### src/rtl/dequan_ctrl.sv
// Frame dequantizer: reads 4-bit codes from BRAM, rebuilds 16-bit mid-bin
// coefficients and streams them in order under credit-limited backpressure.
module dequan_ctrl #(
  parameter int N_SAMPLES  = 256,
  parameter int ADDR_W     = 9,
  parameter int RD_LAT     = 1,
  parameter int FIFO_DEPTH = 4
) (
  input  logic              clk_in,
  input  logic              rst,
  input  logic              start,
  output logic              intr,
  output logic [ADDR_W-1:0] addrb_r,
  output logic              enb_r,
  input  logic [3:0]        doutb_quan,
  output logic [15:0]       out_data,
  output logic [ADDR_W-1:0] out_idx,
  output logic              out_valid,
  input  logic              out_ready
);

  localparam int PTR_W = $clog2(FIFO_DEPTH);
  localparam int CNT_W = $clog2(FIFO_DEPTH) + 1;

  typedef enum logic [1:0] {IDLE, RUN, DRAIN, DONE} state_e;
  typedef struct packed {
    logic [ADDR_W-1:0] idx;
    logic [15:0]       data;
  } fifo_ent_t;

  state_e            state_q, state_d;
  logic [ADDR_W-1:0] iss_cnt_q, iss_cnt_d, cap_cnt_q, cap_cnt_d, dlv_cnt_q, dlv_cnt_d;
  logic [CNT_W-1:0]  inflight_q, inflight_d, fcount_q, fcount_d;
  logic [RD_LAT-1:0] vld_pipe_q, vld_pipe_d;
  logic [PTR_W-1:0]  wr_ptr_q, wr_ptr_d, rd_ptr_q, rd_ptr_d;
  fifo_ent_t         mem_q [FIFO_DEPTH];
  fifo_ent_t         push_ent;
  logic              push, pop;

  always_comb begin
    // Credits cover both the BRAM pipe and the FIFO, so a capture always has a slot.
    enb_r     = (state_q == RUN) && ((inflight_q + fcount_q) < CNT_W'(FIFO_DEPTH));
    addrb_r   = iss_cnt_q;
    intr      = (state_q == DONE);
    out_valid = (fcount_q != '0);
    out_data  = out_valid ? mem_q[rd_ptr_q].data : '0;
    out_idx   = out_valid ? mem_q[rd_ptr_q].idx  : '0;
    push      = vld_pipe_q[RD_LAT-1];
    pop       = out_valid && out_ready;
    push_ent.idx  = cap_cnt_q;
    push_ent.data = {doutb_quan, 12'h800} ^ 16'h8000;

    vld_pipe_d = RD_LAT'({vld_pipe_q, enb_r});
    iss_cnt_d  = iss_cnt_q + ADDR_W'(enb_r);
    cap_cnt_d  = cap_cnt_q + ADDR_W'(push);
    dlv_cnt_d  = dlv_cnt_q + ADDR_W'(pop);
    inflight_d = inflight_q + CNT_W'(enb_r) - CNT_W'(push);
    fcount_d   = fcount_q + CNT_W'(push) - CNT_W'(pop);
    wr_ptr_d   = wr_ptr_q + PTR_W'(push);
    rd_ptr_d   = rd_ptr_q + PTR_W'(pop);
    state_d    = state_q;

    unique case (state_q)
      IDLE: if (start) begin
        state_d   = RUN;
        iss_cnt_d = '0;
        cap_cnt_d = '0;
        dlv_cnt_d = '0;
      end
      RUN:   if (enb_r && iss_cnt_q == ADDR_W'(N_SAMPLES - 1)) state_d = DRAIN;
      DRAIN: if (pop && dlv_cnt_q == ADDR_W'(N_SAMPLES - 1))   state_d = DONE;
      DONE:  state_d = IDLE;
      default: state_d = IDLE;
    endcase
  end

  always_ff @(posedge clk_in) begin
    if (rst) begin
      state_q    <= IDLE;
      iss_cnt_q  <= '0;
      cap_cnt_q  <= '0;
      dlv_cnt_q  <= '0;
      inflight_q <= '0;
      fcount_q   <= '0;
      vld_pipe_q <= '0;
      wr_ptr_q   <= '0;
      rd_ptr_q   <= '0;
    end else begin
      state_q    <= state_d;
      iss_cnt_q  <= iss_cnt_d;
      cap_cnt_q  <= cap_cnt_d;
      dlv_cnt_q  <= dlv_cnt_d;
      inflight_q <= inflight_d;
      fcount_q   <= fcount_d;
      vld_pipe_q <= vld_pipe_d;
      wr_ptr_q   <= wr_ptr_d;
      rd_ptr_q   <= rd_ptr_d;
    end
  end

  // Storage needs no reset: outputs are gated by the occupancy count.
  always_ff @(posedge clk_in) begin
    if (push) mem_q[wr_ptr_q] <= push_ent;
  end

endmodule

### config.mk
export PLATFORM = sky130hd
export DESIGN_NAME = dequan_ctrl
export DESIGN_NICKNAME = d
export VERILOG_FILES = /design/src/rtl/dequan_ctrl.sv
export SDC_FILE = /design/constraint.sdc
export NUM_CORES = 1
export LEC_CHECK = 0
export ABC_AREA = 1
export BUFFER_PORTS_ARGS = -buffer_cell sky130_fd_sc_hd__buf_2
export CORE_MARGIN = 2
export CORE_UTILIZATION = 35
export DETAILED_ROUTE_END_ITERATION = 16
export GPL_TIMING_DRIVEN = 0
export PLACE_DENSITY = 0.63
export SYNTH_ARGS = -nofsm -noshare
export SYNTH_HDL_FRONTEND = slang
export SYNTH_SLANG_ARGS = --single-unit
### constraint.sdc
create_clock -name clk_in -period 2 [get_ports clk_in]
set_input_delay 0.4 -clock clk_in [delete_from_list [all_inputs] [get_ports clk_in]]
set_output_delay 0.4 -clock clk_in [all_outputs]
set_load 0.03 [all_outputs]
# After elaboration in Yosys (flattened, before gate mapping)
# Memory sizes are Yosys's and may differ from the RTL's. A register that Yosys moved wholly into a read port is not among the register bits.
# Index checks and enable logic that the tools add are counted.
# W data, S select, Z words.
# totals
elab_cells	52
memories	1
regBits	40
out_inout_bits	37
mem_bits_rw	52
# classes
muxes	15
n_lt_le_gt_ge	1
add_sub_neg	10
n_reduce_logical	7
n_bitwise	1
n_eq_ne	8
# memory_table
name	words	width	read_ports	rd_ports_with_merged_regs	write_ports	line_no	rtl
mem_q	4	13	1	1	1	36	fifo_ent_t mem_q [FIFO_DEPTH];
# op_table
op	n
$mux W9	7
$add A9 B1 Y9	3
$eq A9 B8 Y1 const B	2
$mux W16	1
$mux W2	4
$pmux W2 S4	1
$add A3 B1 Y3	2
$sub A3 B1 Y3	2
$add A2 B1 Y2	2
$eq A2 B2 Y1 const B	2
$logic_and A1 B1 Y1	4
$ne A2 B2 Y1 const B	2
$add A3 B3 Y3	1
$lt A3 B3 Y1 const B	1
$reduce_and A3 Y1	1
$reduce_bool A3 Y1	1
$eq A2 B1 Y1 const B	1
$logic_not A2 Y1	1
$mux W1	2
$ne A2 B1 Y1 const B	1
$not A1 Y1	1

# Longest topological paths before layout
# Gate-level depths: netlist of the first run.
# logic_depth
ltp_word	6
depth_mapped	15

# Worst setup path after synthesis of the first run
# Ideal clock, no wire load.
# synth_timing
kind	reg-to-reg
startpoint	register fcount_q[1]
endpoint	register inflight_q[2]
setup_time_ns	0.070
synth_period_minus_slack_ns	2.167
path_stages_with_launch	12
required_time_ns	1.930
setup_slack_ns	-0.167
t_arrival_ns	2.098
path_cell_list	dfxtp_1 ha_1 nand3_1 nand2_1 nand2_1 nand2_1 nand2_1 inv_1 ha_1 fa_1 or2_2 a21oi_1
# synth_via
elab_chain_len	5
# synth_rtl
item	line_no	rtl
from (decl)	33	logic [CNT_W-1:0] inflight_q, inflight_d, fcount_q, fcount_d;
from (signal assigned)	94	fcount_q <= fcount_d;
$add A3 B3 Y3	42	enb_r = (state_q == RUN) && ((inflight_q + fcount_q) < CNT_W'(FIFO_DEPTH));
$lt A3 B3 Y1	42	
$logic_and A1 B1 Y1	42	
net enb_r	14	output logic enb_r,
$add A3 B1 Y3	57	inflight_d = inflight_q + CNT_W'(enb_r) - CNT_W'(push);
$sub A3 B1 Y3	57	
to (signal assigned)	93	inflight_q <= inflight_d;
to (decl)	33	
# The timed path passes the listed nets, and every way through them passes these cells.
# A chain may end at the register's enable or synchronous reset.

# Worst setup path after layout of the first run
# layout_timing
startpoint	register fcount_q[1]
endpoint	output enb_r
# layout_via
elab_chain_len	3
# layout_rtl
item	line_no
$add A3 B3 Y3	42
$lt A3 B3 Y1	42
$logic_and A1 B1 Y1	42
to (decl)	14
# Every way passes these cells.

==> summary.txt, run 1 <==
Run status
  – Status: complete, no violations

Power
  – Clock network fraction of total power: around a quarter
  – Int Power: around 4.1 mW
  – Combinational share of power: approximately two fifths
  – Peak supply drop: 0.6743 mV
  – Switching Fraction: ~38%
  – Sequential share of power: 34.4%
  – Leakage: 2.069 nW
  – Total Power: about 6.6 mW
  – Pwr dens: between 1000 and 1500 nW/um^2
  – NetSw: roughly 2.5 mW

Clock network
  – Root buffer cell: clkbuf_16
  – Number of CTS-inserted buffers: 9
  – CTS HTree Levels: 3
  – Max clock buf depth: 2
  – TritonCTS clock tree: yes
  – Clock sinks: 92
  – CTS clk-pin slew, worst paths: ~0.070 ns
  – Later-pin clock latency in the skew report: between 0.3 and 0.4 ns

Routing
  – DRC Markers: 0
  – Avg Vias per Cell: around 4.5
  – Drt initial violations: between 100 and 150
  – 1st-pass router iterations: 4
  – Post-DR wirelength/cell: 12.85 um
  – Via Count: about 2,800
  – Drt total wl: a little over 8000 um
  – Final ANT Viol Nets: 0

Timing
  – Worst-margin pin slew: roughly 0.53 ns
  – Fin crit period: a little under 2 ns
  – Fmax achieved: 0.5102 GHz
  – Worst relative slew slack: approximately 64%
  – Min Hold Slack: about 0.28 ns
  – Hold Vio Cnt, Final: 0
  – Slew Viols, Final: 0
  – Setup violators final: 0
  – Period utilization: 98.00%
  – Setup TNS: 0 ns
  – RSZ-0062 raised after global routing: true
  – Worst Clk Skew: approximately 0.0099 ns
  – Final worst slack: ~0.040 ns

Setup path
  – Reg2Reg Capture Point: addrb_r[7]$_SDFF_PP0_
  – CP delay by family, top: flip-flops
  – Setup slack, reg-to-reg: ~0.06 ns
  – Crit path kind: register to output port
  – Reg2Reg Depth: 15
  – Worst path most repeated cell: nand2_2
  – Buf/Inv on CP: 2
  – Crit path cell chain: ha_4 -> nand3_4 -> nand2_2 -> nand2_2 -> nand2_2 -> nand2_2 -> inv_4 -> clkbuf_4
  – Crit. End Element: output port
  – R2r startpoint: fcount_q[1]$_SDFF_PP0_
  – CP max-delay cell: dfxtp_4
  – Crit path max fanout: 3
  – Worst EP required: roughly 1.6 ns
  – Worst path max stage delay: approximately 0.36 ns
  – CP Data Arrival Time: approximately 1.6 ns
  – Critical Path Source Type: register

Final layout
  – Non-Filler Instances: between 600 and 700
  – Area growth from synthesis to final layout: 28.70%
  – Cell area after layout: 5172 um^2
  – # nets final: about 500
  – Ant. Diodes: 0
  – Fin util: between 40% and 50%
  – Layout cells sized above 1: about 28%

Synth
  – Cell accounting for the most synthesized area: edfxtp_1
  – Post-synthesis mux area share: 0%
  – Synth cell types: 27
  – Synth Area in Compound Gates: under 10%
  – Post-synth top cells: nor2_1 (92), edfxtp_1 (52), inv_1 (50)
  – Ys async rst share: 0%
  – Main area contributors after synthesis: edfxtp_1 (39%), dfxtp_1 (20%), nor2_1 (8.6%), ha_1 (5.6%), o21ai_0 (4.7%)
  – Seq cells post-synth: just over 90
  – Largest family of logic cells by synthesized area: simple AND/OR/NAND/NOR gates
  – Mapped cell area: about 4000 um^2
  – Synth Instances: approximately 420
  – Main synth FF type: edfxtp_1
  – Sequential area share after synthesis: around three fifths
  – Post-Synth Simple-Gate Area: around 15%
  – Top-count cell post-synth: nor2_1
  – EDFF count, synth: 52
  – Yosys warnings: 0
  – Share of Yosys cell area claimed by the top area cell type: between 30% and 40%
  – Syn avg cell area: between 9 and 10 um^2
  – XOR/XNOR Fraction of Synth Area: under 10%
  – Adder-cell area share of the yosys netlist: ~6.6%

Place
  – Placed Instances: approximately 610
  – Hpwl dp: 5477 um
  – DP Area: 4479 um^2
  – GP Congestion: ~0.76
  – DP Worst Slack: -0.1280 ns
  – IO Port Bufs: 33

Job
  – Max Cap Violations: 0

Die
  – Die area: ~12,000 um^2
  – Core footprint: 11,320 um^2
  – Num rows: 39
  – Die height: roughly 110 um
  – Chip Width: about 110 um
  – Num ports: 45
  – Initial Utilization: 35.50%

GRT
  – Largest net degree at the start of global routing: 19
  – First-pass GRT wire length: between 10,000 and 15,000 um
  – Initial antenna violation count: 0
  – Total gr overflow: 0
  – Gr usage total: roughly 14%
  – Number of global-route vias before repair: between 2,000 and 3,000

Hold path
  – Min-delay src: doutb_quan[0]
  – Worst min path class: input pin to register
  – Worst Hold Endpoint: mem_q[0][0]$_DFFE_PP_
  – Hold Crit Depth: 1
-- flip-flops by register name, indices dropped and copies added, names as in the netlist, 3 cells and up --
| register | cells |
|---|---|
| cap_cnt_q | 9 |
| inflight_q | 3 |
| dlv_cnt_q | 9 |
| addrb_r | 9 |
| mem_q | 52 |
| fcount_q | 3 |
-- cell type report --
class	count	area [um^2]
timing repair buffer	45	362.8
sequential	92	2375
multi-input combinational	262	1551
clock buffer	9	225.2
fill	1077	6148
clock inverter	7	62.56
buffer	23	214.0
inverter	52	202.7
tap	143	178.9
-- power groups by stage --
stage | Sequential, mW | Combinational (mW) | Clock, mW
finish | 2.29 | 2.72 | 1.63
global route | 2.31 | 3.04 | 1.75
CTS | 2.26 | 2.40 | 1.67
detailed placement | 2.30 | 2.10 | 0
global placement | 2.29 | 2.04 | 0
floorplan | 2.28 | 1.53 | 0
-- cell usage in the layout (no fill, tap or decap), types with 2 or more instances in the layout --
master	n
nor3_1	3
a21oi_2	7
ha_1	14
nor3_2	4
nand2_2	4
nand2_4	2
buf_4	26
nand3_1	11
nand3_2	2
o21ai_0	16
dfxtp_1	34
nand2_1	25
xnor2_1	5
conb_1	11
clkbuf_1	2
inv_8	2
ha_4	2
nor2_2	10
nor2_1	77
clkbuf_8	2
buf_2	20
dfxtp_4	2
dfxtp_2	4
o21ai_1	23
xor2_1	3
edfxtp_1	52
ha_2	2
buf_6	8
inv_1	47
nor2_4	7
buf_8	5
a21oi_1	27
clkbuf_16	11
inv_2	3
inv_6	4
-- how the worst max path moves through the flow --
stage / from / endpoint / slack (ns) / depth (start not counted)
2_1_floorplan: inflight_q[1]$_SDFF_PP0_ / inflight_q[2]$_SDFF_PP0_ / 0.02 / 11
5_1_grt: fcount_q[1]$_SDFF_PP0_ / addrb_r[7]$_SDFF_PP0_ / -0.06 / 15
6_report: fcount_q[1]$_SDFF_PP0_ / enb_r / 0.04 / 8
3_5_place_dp: rd_ptr_q[0]$_SDFF_PP0_ / out_idx[1] / -0.13 / 6
3_3_place_gp: push$_SDFF_PP0_ / mem_q[3][11]$_DFFE_PP_ / -0.60 / 2
4_1_cts: rd_ptr_q[0]$_SDFF_PP0_ / out_idx[1] / 0.003 / 7
-- worst register-to-register path, cell delays in order, from the launching register on --
cell and delay, ns:
dfxtp_4 0.36, ha_4 0.27, nand3_4 0.06, nand2_2 0.07, nand2_2 0.04, nand2_2 0.08, nand2_2 0.07, inv_4 0.08
ha_4 0.15, nand2_4 0.05, nor2_4 0.12, nand2_1 0.07, nor2_2 0.14, nand2_1 0.08, o21ai_1 0.13, a21oi_1 0.05
-- kinds of logic after synthesis --
kind of cell    after synthesis
xor+xnor                      8
compound gates               75
flops                        92
fa+ha+maj                    20
buf+inv                      75
other cells                   1
simple gates                148
-- metal layers --
metal | vias up | GRT usage, % | wire length (um)
met5 | - | 0 | 0
met4 | 0 | 2.963 | 70
met3 | 6 | 4.538 | 373
met2 | 54 | 24.83 | 4351
met1 | 1298 | 16.04 | 3337
li1 | 1481 | - | -
-- what timing repair did --
| item | 4_1_cts | 5_1_grt |
|---|---|---|
| pin swaps | 3 | 29 |
| endpoints found under the setup margin | 18 | 22 |
| hold buffers | 0 | 0 |
| gates resized for setup | 37 | 87 |
| buffers inserted | 6 | 0 |
| endpoints found under the hold margin | 0 | 0 |
| gates cloned | 0 | 2 |
No activity file was read; power rests on OpenSTA's default activity.
==> run 2: changes to the inputs <==
--- a/config.mk
+++ b/config.mk
@@ -8,10 +8,10 @@
 export ABC_AREA = 1
 export BUFFER_PORTS_ARGS = -buffer_cell sky130_fd_sc_hd__buf_2
 export CORE_MARGIN = 2
-export CORE_UTILIZATION = 35
+export CORE_UTILIZATION = 39
 export DETAILED_ROUTE_END_ITERATION = 16
 export GPL_TIMING_DRIVEN = 0
-export PLACE_DENSITY = 0.63
+export PLACE_DENSITY = 0.68
 export SYNTH_ARGS = -nofsm -noshare
 export SYNTH_HDL_FRONTEND = slang
 export SYNTH_SLANG_ARGS = --single-unit
==> summary.txt, run 2 (synthesized netlist as in run 1, its figures left out) <==
Routing
  – Avg Vias per Cell: approximately 4.7
  – 1st-pass router iterations: 4
  – Drt initial violations: 116
  – Final ANT Viol Nets: 0
  – Via Count: 2,950
  – DRC Markers: 0
  – Post-DR wirelength/cell: about 13 um
  – Drt total wl: 8349 um

GRT
  – Number of global-route vias before repair: between 2,000 and 3,000
  – Initial antenna violation count: 0
  – Largest net degree at the start of global routing: 17
  – Gr usage total: between 10% and 20%
  – First-pass GRT wire length: 13,460 um
  – Total gr overflow: 0

Power
  – NetSw: 2.399 mW
  – Sequential share of power: a little under two fifths
  – Pwr dens: 1221 nW/um^2
  – Combinational share of power: 42.9%
  – Peak supply drop: approximately 0.55 mV
  – Switching Fraction: 38.60%
  – Clock network fraction of total power: 20.2%
  – Leakage: ~2 nW
  – Int Power: about 3.8 mW

Final layout
  – # nets final: around 520
  – Max reg flops: between 50 and 60
  – Cell area after layout: approximately 5000 um^2
  – Commonest non-fill, non-tap cell in the layout: nor2_1
  – Reg with most FFs: mem_q
  – Area growth from synthesis to final layout: 26.68%
  – Fin util: between 40% and 50%
  – Layout cells sized above 1: 27.73%
  – Ant. Diodes: 0
  – Most frequent cells in the layout: nor2_1 (83), edfxtp_1 (52), inv_1 (47)

Setup path
  – Crit path max fanout: 3
  – Critical Path Source Type: register
  – R2r startpoint: fcount_q[1]$_SDFF_PP0_
  – Setup slack, reg-to-reg: ~0.022 ns
  – Crit path kind: register to register
  – CP Data Arrival Time: around 2.3 ns
  – Reg2Reg Depth: 11
  – Reg2Reg Capture Point: inflight_q[2]$_SDFF_PP0_
  – Crit. End Element: register
  – Worst EP required: 2.30 ns

Timing
  – Min Hold Slack: between 0.2 and 0.3 ns
  – Worst relative slew slack: a little over half
  – Slew Viols, Final: 0
  – Worst Clk Skew: 0.01329 ns
  – RSZ-0062 raised after global routing: true
  – Worst-margin pin slew: slightly below 0.7 ns
  – Hold Vio Cnt, Final: 0
  – Period utilization: a little over nine tenths
  – Fin crit period: 1.978 ns
  – Setup violators final: 0
  – Fmax achieved: approximately 0.51 GHz

Job
  – Max Cap Violations: 0

Die
  – Num rows: 37
  – Initial Utilization: between 30% and 40%
  – Die area: roughly 11,000 um^2
  – Core footprint: between 10,000 and 15,000 um^2
  – Die height: 105.5 um
  – Num ports: 45
  – Chip Width: ~110 um

Clock network
  – Clock sinks: 92
  – Number of CTS-inserted buffers: 9
  – Max clock buf depth: 2
  – Later-pin clock latency in the skew report: between 0.3 and 0.4 ns
  – CTS clk-pin slew, worst paths: 0.09 ns
  – Root buffer cell: clkbuf_8
  – TritonCTS clock tree: yes
  – CTS HTree Levels: 3

Place
  – IO Port Bufs: 33
  – DP Area: around 4500 um^2
  – Hpwl dp: approximately 5500 um
  – GP Congestion: approximately 0.76

Run status
  – Status: complete, no violations

Hold path
  – Min-delay src: doutb_quan[0]
  – Worst Hold Endpoint: mem_q[2][0]$_DFFE_PP_
  – Hold Crit Depth: 1
  – Worst min path class: input pin to register
-- run 2: cell count changes in the layout (fill, tap and decap cells not counted), sizes merged --
cell / before / now
buf: 61 / 66
inv: 57 / 54
bufinv: 0 / 1
clkbuf: 16 / 15
clkinv: 2 / 3
clkinvlp: 0 / 1
-- run 2: through the flow --
stage               setup TNS [ns]  cells  power (mW)  worst slack, ns
floorplan                        0    429       3.817          0.02364
global placement            -24.84    598       4.320          -0.5904
detailed placement         -0.5685    602       4.408          -0.1242
CTS                              0    627       5.956          0.01408
global route               -0.9519    630       6.618         -0.07295
finish                           0    630       6.214          0.02199
-- run 2: worst max-delay path by stage --
| stage | from | end | slack (ns) | depth (start not counted) |
|---|---|---|---|---|
| 3_3_place_gp | push$_SDFF_PP0_ | mem_q[3][10]$_DFFE_PP_ | -0.59 | 2 |
| 6_report | fcount_q[1]$_SDFF_PP0_ | inflight_q[2]$_SDFF_PP0_ | 0.02 | 11 |
| 2_1_floorplan | inflight_q[1]$_SDFF_PP0_ | inflight_q[2]$_SDFF_PP0_ | 0.02 | 11 |
| 3_5_place_dp | inflight_q[1]$_SDFF_PP0_ | addrb_r[6]$_SDFF_PP0_ | -0.12 | 12 |
| 5_1_grt | fcount_q[1]$_SDFF_PP0_ | addrb_r[7]$_SDFF_PP0_ | -0.07 | 15 |
| 4_1_cts | rd_ptr_q[0]$_SDFF_PP0_ | out_idx[2] | 0.01 | 7 |
-- run 2: worst max-delay path, cell delays in order (launching register included) --
cell,delay [ns]
dfxtp_4,0.37
ha_4,0.25
nand3_4,0.06
nand2_2,0.06
nand2_2,0.07
nand2_2,0.08
nand2_2,0.09
inv_4,0.05
ha_2,0.18
fa_2,0.35
or2_4,0.25
a21oi_2,0.10
-- run 2: timing repair --
item	in CTS	in global routing
setup buffers	9	1
setup endpoints to repair	17	21
pin swaps	10	26
hold buffers	0	0
gates cloned	0	2
gates resized for setup	52	62
-- run 2: layout make-up --
cell class | instances | area, um^2
Fill cell | 939 | 5094
Clock buffer | 9 | 123.9
Sequential cell | 92 | 2377
Tap cell | 136 | 170.2
Buffer | 23 | 214.0
Clock inverter | 7 | 73.82
Multi-Input combinational cell | 262 | 1543
Timing Repair Buffer | 49 | 386.6
Inverter | 52 | 202.7
-- run 2: power by group through the flow --
stage	combinational (mW)	clock, mW	sequential (mW)
floorplan	1.53	0	2.28
global placement	2.03	0	2.29
detailed placement	2.11	0	2.30
CTS	2.41	1.28	2.27
global route	2.95	1.36	2.31
finish	2.67	1.26	2.29
-- run 2: layer usage --
layer	track usage (%)	vias to the layer above	routed length [um]
li1	-	1488	-
met1	18.11	1394	3512
met2	28.34	57	4435
met3	2.536	11	274
met4	5.169	0	125
met5	0	-	0
